===== src/rtl/vga_pattern_gen.sv =====
// VGA test-pattern generator: colour bars, checker, gradient and bouncing box,
// with a two-stage pipeline and matching sync delay. Mode advances only at frame start.
module vga_pattern_gen #(
    parameter int unsigned H_ACTIVE = 800,
    parameter int unsigned V_ACTIVE = 600,
    parameter int unsigned BOX_SIZE = 64
) (
    input  logic        VGA_CLK,
    input  logic        RSTn,
    input  logic        HS_in,
    input  logic        VS_in,
    input  logic        valid_in,
    input  logic [10:0] X,
    input  logic [10:0] Y,
    input  logic        mode_next,
    output logic [3:0]  VGA_R,
    output logic [3:0]  VGA_G,
    output logic [3:0]  VGA_B,
    output logic        VGA_HS,
    output logic        VGA_VS,
    output logic [1:0]  mode
);

    localparam logic [10:0] XLim = 11'(H_ACTIVE - BOX_SIZE);
    localparam logic [10:0] YLim = 11'(V_ACTIVE - BOX_SIZE);
    localparam logic [10:0] Box  = 11'(BOX_SIZE);

    logic [10:0] x1_q, y1_q;
    logic        valid1_q, hs1_q, vs1_q, hs2_q, vs2_q;
    logic [3:0]  r_q, g_q, b_q, r_d, g_d, b_d;
    logic [1:0]  mode_q, mode_d;
    logic        pending_q, pending_d;
    logic [7:0]  frame_cnt_q, frame_cnt_d;
    logic [10:0] bx_q, bx_d, by_q, by_d;
    logic        dx_q, dx_d, dy_q, dy_d;
    logic        vs_prev_q;
    logic        frame_ev;
    logic [2:0]  bar;
    logic        in_box;

    assign frame_ev = vs_prev_q & ~VS_in;

    always_comb begin
        mode_d      = mode_q;
        pending_d   = pending_q | mode_next;
        frame_cnt_d = frame_cnt_q;
        bx_d        = bx_q;
        by_d        = by_q;
        dx_d        = dx_q;
        dy_d        = dy_q;
        if (frame_ev) begin
            // A request arriving on the event edge itself counts toward this frame.
            if (pending_q | mode_next) mode_d = mode_q + 2'd1;
            pending_d   = 1'b0;
            frame_cnt_d = frame_cnt_q + 8'd1;
            if (dx_q && bx_q == XLim) begin
                bx_d = XLim - 11'd1;
                dx_d = 1'b0;
            end else if (!dx_q && bx_q == 11'd0) begin
                bx_d = 11'd1;
                dx_d = 1'b1;
            end else begin
                bx_d = dx_q ? bx_q + 11'd1 : bx_q - 11'd1;
            end
            if (dy_q && by_q == YLim) begin
                by_d = YLim - 11'd1;
                dy_d = 1'b0;
            end else if (!dy_q && by_q == 11'd0) begin
                by_d = 11'd1;
                dy_d = 1'b1;
            end else begin
                by_d = dy_q ? by_q + 11'd1 : by_q - 11'd1;
            end
        end
    end

    always_comb begin
        if      (x1_q < 11'd100) bar = 3'd0;
        else if (x1_q < 11'd200) bar = 3'd1;
        else if (x1_q < 11'd300) bar = 3'd2;
        else if (x1_q < 11'd400) bar = 3'd3;
        else if (x1_q < 11'd500) bar = 3'd4;
        else if (x1_q < 11'd600) bar = 3'd5;
        else if (x1_q < 11'd700) bar = 3'd6;
        else                     bar = 3'd7;
        in_box = (x1_q >= bx_q) && (x1_q < bx_q + Box) &&
                 (y1_q >= by_q) && (y1_q < by_q + Box);
    end

    always_comb begin
        r_d = 4'h0;
        g_d = 4'h0;
        b_d = 4'h0;
        if (valid1_q) begin
            unique case (mode_q)
                2'd0: begin
                    // Bar order white..black maps onto inverted index bits.
                    r_d = {4{~bar[1]}};
                    g_d = {4{~bar[2]}};
                    b_d = {4{~bar[0]}};
                end
                2'd1: begin
                    r_d = {4{~(x1_q[5] ^ y1_q[5])}};
                    g_d = r_d;
                    b_d = r_d;
                end
                2'd2: begin
                    r_d = x1_q[9:6];
                    g_d = y1_q[9:6];
                    b_d = frame_cnt_q[3:0];
                end
                default: begin
                    r_d = {4{in_box}};
                    g_d = {4{in_box}};
                    b_d = 4'hF;
                end
            endcase
        end
    end

    always_ff @(posedge VGA_CLK) begin
        if (!RSTn) begin
            x1_q        <= 11'd0;
            y1_q        <= 11'd0;
            valid1_q    <= 1'b0;
            hs1_q       <= 1'b1;
            vs1_q       <= 1'b1;
            hs2_q       <= 1'b1;
            vs2_q       <= 1'b1;
            r_q         <= 4'h0;
            g_q         <= 4'h0;
            b_q         <= 4'h0;
            mode_q      <= 2'd0;
            pending_q   <= 1'b0;
            frame_cnt_q <= 8'd0;
            bx_q        <= 11'd0;
            by_q        <= 11'd0;
            dx_q        <= 1'b1;
            dy_q        <= 1'b1;
            vs_prev_q   <= 1'b1;
        end else begin
            x1_q        <= X;
            y1_q        <= Y;
            valid1_q    <= valid_in;
            hs1_q       <= HS_in;
            vs1_q       <= VS_in;
            hs2_q       <= hs1_q;
            vs2_q       <= vs1_q;
            r_q         <= r_d;
            g_q         <= g_d;
            b_q         <= b_d;
            mode_q      <= mode_d;
            pending_q   <= pending_d;
            frame_cnt_q <= frame_cnt_d;
            bx_q        <= bx_d;
            by_q        <= by_d;
            dx_q        <= dx_d;
            dy_q        <= dy_d;
            vs_prev_q   <= VS_in;
        end
    end

    assign VGA_R  = r_q;
    assign VGA_G  = g_q;
    assign VGA_B  = b_q;
    assign VGA_HS = hs2_q;
    assign VGA_VS = vs2_q;
    assign mode   = mode_q;

endmodule


===== config.mk =====
export PLATFORM = sky130hd
export DESIGN_NAME = vga_pattern_gen
export DESIGN_NICKNAME = d
export VERILOG_FILES = /design/src/rtl/vga_pattern_gen.sv
export SDC_FILE = /design/constraint.sdc
export NUM_CORES = 1
export LEC_CHECK = 0
export ABC_CLOCK_PERIOD_IN_PS = 4000
export CORE_MARGIN = 3
export CORE_UTILIZATION = 42
export DETAILED_ROUTE_END_ITERATION = 10
export HOLD_SLACK_MARGIN = 0.15
export PLACE_DENSITY_LB_ADDON = 0.05
export SLEW_MARGIN = 20
export SYNTH_ARGS = -nofsm -noshare
export SYNTH_HDL_FRONTEND = slang
export SYNTH_SLANG_ARGS = --single-unit
export TNS_END_PERCENT = 100

===== constraint.sdc =====
create_clock -name VGA_CLK -period 4 [get_ports VGA_CLK]
set_input_delay 1 -clock VGA_CLK [delete_from_list [all_inputs] [get_ports VGA_CLK]]
set_output_delay 1 -clock VGA_CLK [all_outputs]
set_load 0.02 [all_outputs]

==> impl_metrics.tcl <==
set metrics [dict create \
    grt_pass1_vias 3766 \
    status "complete, no violations" \
    dieArea_um2 12200 \
    place_congestion 0.851 \
    grt_pass1_wl_um 18300 \
    swShare 0.278 \
    die_h_um 111 \
    cts.clk_slew.worst_paths_ns 0.07 \
    ys_seq_elements 70 \
    dpl.hpwl_um 8380 \
    muxShareOfSynthArea 0.00653 \
    synthToLayoutAreaGrowth_pct 16.3 \
    track_usage 0.181 \
    tns_ns 0 \
    post-cts-setup-buffer-count 0 \
    num_io_pins 44 \
    initial_core_util 0.438 \
    synth_cells 530 \
    period_needed_ns 2.52 \
    cp.arrival_ns 2.76 \
    dpl.cell_count 694 \
    insertion_delay_ns 0.35 \
    startpoint_type "flip-flop" \
    netSwitchingPower_mw 0.479 \
    first_pass_iters 4 \
    cts-buffers-inserted 9 \
    synth_nets 619 \
    synth_cell_type_count 64 \
    cts_htree_levels 3 \
    yosysSeqAreaShare 0.305 \
    grt_busiest_layer "met2" \
    hold_buffers 0 \
    synth-warning-count 0 \
    ant_nets 0 \
    fp.coreArea_um2 10500 \
    pwr-share-comb 0.179 \
    crit_buf_inv 1 \
    avgViaCountPerCell 5.44 \
    synth-compound-area-share 0.218 \
    path_delay_family "compound AO/OA/AOI/OAI gates" \
    crit_path_top_delay_cell "dfxtp_1" \
    synth_edf_count 0 \
    total_power_mw 1.73 \
    synth_flop_cell "dfxtp_1" \
    vias 3865 \
    final.setup_skew_ns 0.00689 \
    drt_iter0_markers 178 \
    gr-usage-met2 0.289 \
    met3_usage 0.0393 \
    die_w_um 111 \
    crit_path_end_kind "flip-flop" \
    ir_worst_vdd_uv 198 \
    hold_viol_final 0 \
    drv_cap 0 \
    synth_top_family_by_area "compound AO/OA/AOI/OAI gates" \
    drt-total-wl_um 10800 \
    maxSlewHeadroom 0.601 \
    wl_per_cell_um 15.2 \
    cts.sinks 70 \
    cts_tree "built" \
    crit_path_cell_trace "inv_1 -> ha_1 -> a21o_1 -> a21boi_0 -> o21bai_1 -> a221oi_1 -> mux2i_1 -> nand2_1" \
    async_reset_ff_frac 0 \
    post_cts_resized 0 \
    fmax_mhz 397 \
    cts_root_buf "clkbuf_8" \
    grtUsageMet1 0.242 \
    fin_crit_sh 0.629 \
    grt_overflow_total 0 \
    hold_ws_ns 0.421 \
    synth_fa_ha_area_frac 0.169 \
    p_clk_frac 0.372 \
    path_class "reg2reg" \
    crit_required_ns 4.24 \
    p_per_area_nw_per_um2 322 \
    hold_class "reg2reg" \
    drc 0 \
    place_ws_ns 1.11 \
    avgSynthCellArea_um2 8.68 \
    syn_area_um2 4600 \
    synthSimpleGateAreaFrac 0.213 \
    power_frac_seq 0.449 \
    final_cells 710 \
    layout-drive-gt1-share 0.0697 \
    worst_pin_slew_ns 0.583 \
    grt_max_degree 42 \
    final_common_cell "dfxtp_1" \
    clockBufferDepth 2 \
    path_max_fanout 11 \
    setup_slack_ns 1.48 \
    setup_viol 0 \
    slew_viol_final 0 \
    grt_antenna_before_repair 0 \
    rows 37 \
    io_buffers 43 \
    max_stage_delay_ns 0.52 \
    intPower_mw 1.25 \
    final_cell_mix "dfxtp_1, ha_1, clkdlybuf4s50_1, inv_1, nand2_1" \
    antenna_cells 0 \
    synth_xor_area_frac 0.0419 \
    power_leakage_nw 2.21 \
    rsz0062_at_grt "no" \
    fin_nets 658 \
]
## worst register-to-register path: cells and delay by family (launching register included)
kind / cells / cell delay [ns]
compound gates: 4 / 0.98
flops: 1 / 0.52
mux: 1 / 0.24
simple gates: 1 / 0.06
fa+ha+maj: 1 / 0.34
buf+inv: 1 / 0.28
## cells by family (layout without fill, tap and decap cells)
group	Yosys count	after routing
fa+ha+maj	61	61
mux	3	3
xor+xnor	22	22
simple gates	176	176
buf+inv	54	98
flops	70	70
compound gates	144	144
## metrics by stage
stage / utilization / cell area (um^2)
after floorplan: - / 4600
after global placement: 0.488 / 5130
after detailed placement: 0.488 / 5130
after CTS: 0.509 / 5350
after global routing: 0.509 / 5350
final: 0.509 / 5350
## final cells by class
type	count	area, um^2
multi-input cells	406	2980
repair buffers	44	433
well taps	136	170
clock inverters	6	85.1
clock buffers	10	138
flip-flops and latches	70	1400
fillers	990	5160
inverters	38	143
## power groups by stage
stage | clock network, mW | registers, mW | logic (mW)
6_report | 0.642 | 0.775 | 0.308
5_1_grt | 0.685 | 0.781 | 0.352
4_1_cts | 0.660 | 0.776 | 0.312
3_5_place_dp | 0 | 0.792 | 0.309
3_3_place_gp | 0 | 0.792 | 0.301
2_1_floorplan | 0 | 0.783 | 0.215
## state kept, by name, indices dropped and copies added, names as in the netlist, 2 cells and up
name         cells
VGA_B            4
VGA_G            4
VGA_R            4
bx_q            11
by_q            11
frame_cnt_q      4
mode             2
x1_q            11
y1_q            11
## worst paths after layout
path	end	slack [ns]	cells after the start	start
min	VGA_HS	0.42	1	hs1_q
max reg2reg	bx_q[9]	1.48	8	dx_q
max	bx_q[9]	1.48	8	dx_q
min reg2reg	VGA_HS	0.42	1	hs1_q
## per-layer routing
| metal | wire [um] | up-vias |
|---|---|---|
| met5 | 0 | - |
| met4 | 221 | 0 |
| met3 | 464 | 18 |
| met2 | 4900 | 81 |
| met1 | 5210 | 1783 |
| li1 | - | 1983 |
## Yosys cell counts, types with 2 or more instances
| cell type | number | area (um^2) |
|---|---|---|
| nor4b_1 | 5 | 43.8 |
| and2b_2 | 2 | 17.5 |
| o21ai_0 | 28 | 140 |
| o221a_2 | 3 | 33.8 |
| inv_1 | 38 | 143 |
| a21o_1 | 8 | 60.1 |
| o21a_1 | 4 | 30.0 |
| nand4_1 | 10 | 62.6 |
| nor3_1 | 10 | 50.1 |
| and2_1 | 32 | 200 |
| a21oi_1 | 33 | 165 |
| nand2_1 | 34 | 128 |
| buf_2 | 4 | 20.0 |
| o211ai_1 | 4 | 30.0 |
| a22o_1 | 3 | 26.3 |
| fa_1 | 2 | 40.0 |
| clkbuf_1 | 10 | 37.5 |
| xnor2_1 | 21 | 184 |
| o32ai_1 | 9 | 78.8 |
| o311ai_0 | 2 | 17.5 |
| dfxtp_1 | 70 | 1400 |
| and3_1 | 3 | 18.8 |
| a41oi_1 | 2 | 17.5 |
| a21oi_2 | 2 | 17.5 |
| nor3b_1 | 5 | 37.5 |
| o21ai_1 | 4 | 20.0 |
| a31oi_1 | 5 | 31.3 |
| nor2_1 | 33 | 124 |
| nor2b_1 | 5 | 31.3 |
| or3_1 | 3 | 18.8 |
| nand2b_1 | 13 | 81.3 |
| a221oi_1 | 2 | 17.5 |
| a211oi_1 | 12 | 90.1 |
| nand3_1 | 10 | 50.1 |
| o21ai_2 | 3 | 26.3 |
| ha_1 | 59 | 738 |
| mux2i_1 | 3 | 30.0 |
| a21boi_0 | 7 | 52.6 |
| nand3_2 | 2 | 20.0 |
Note: power is estimated with default switching activity, not from simulation.
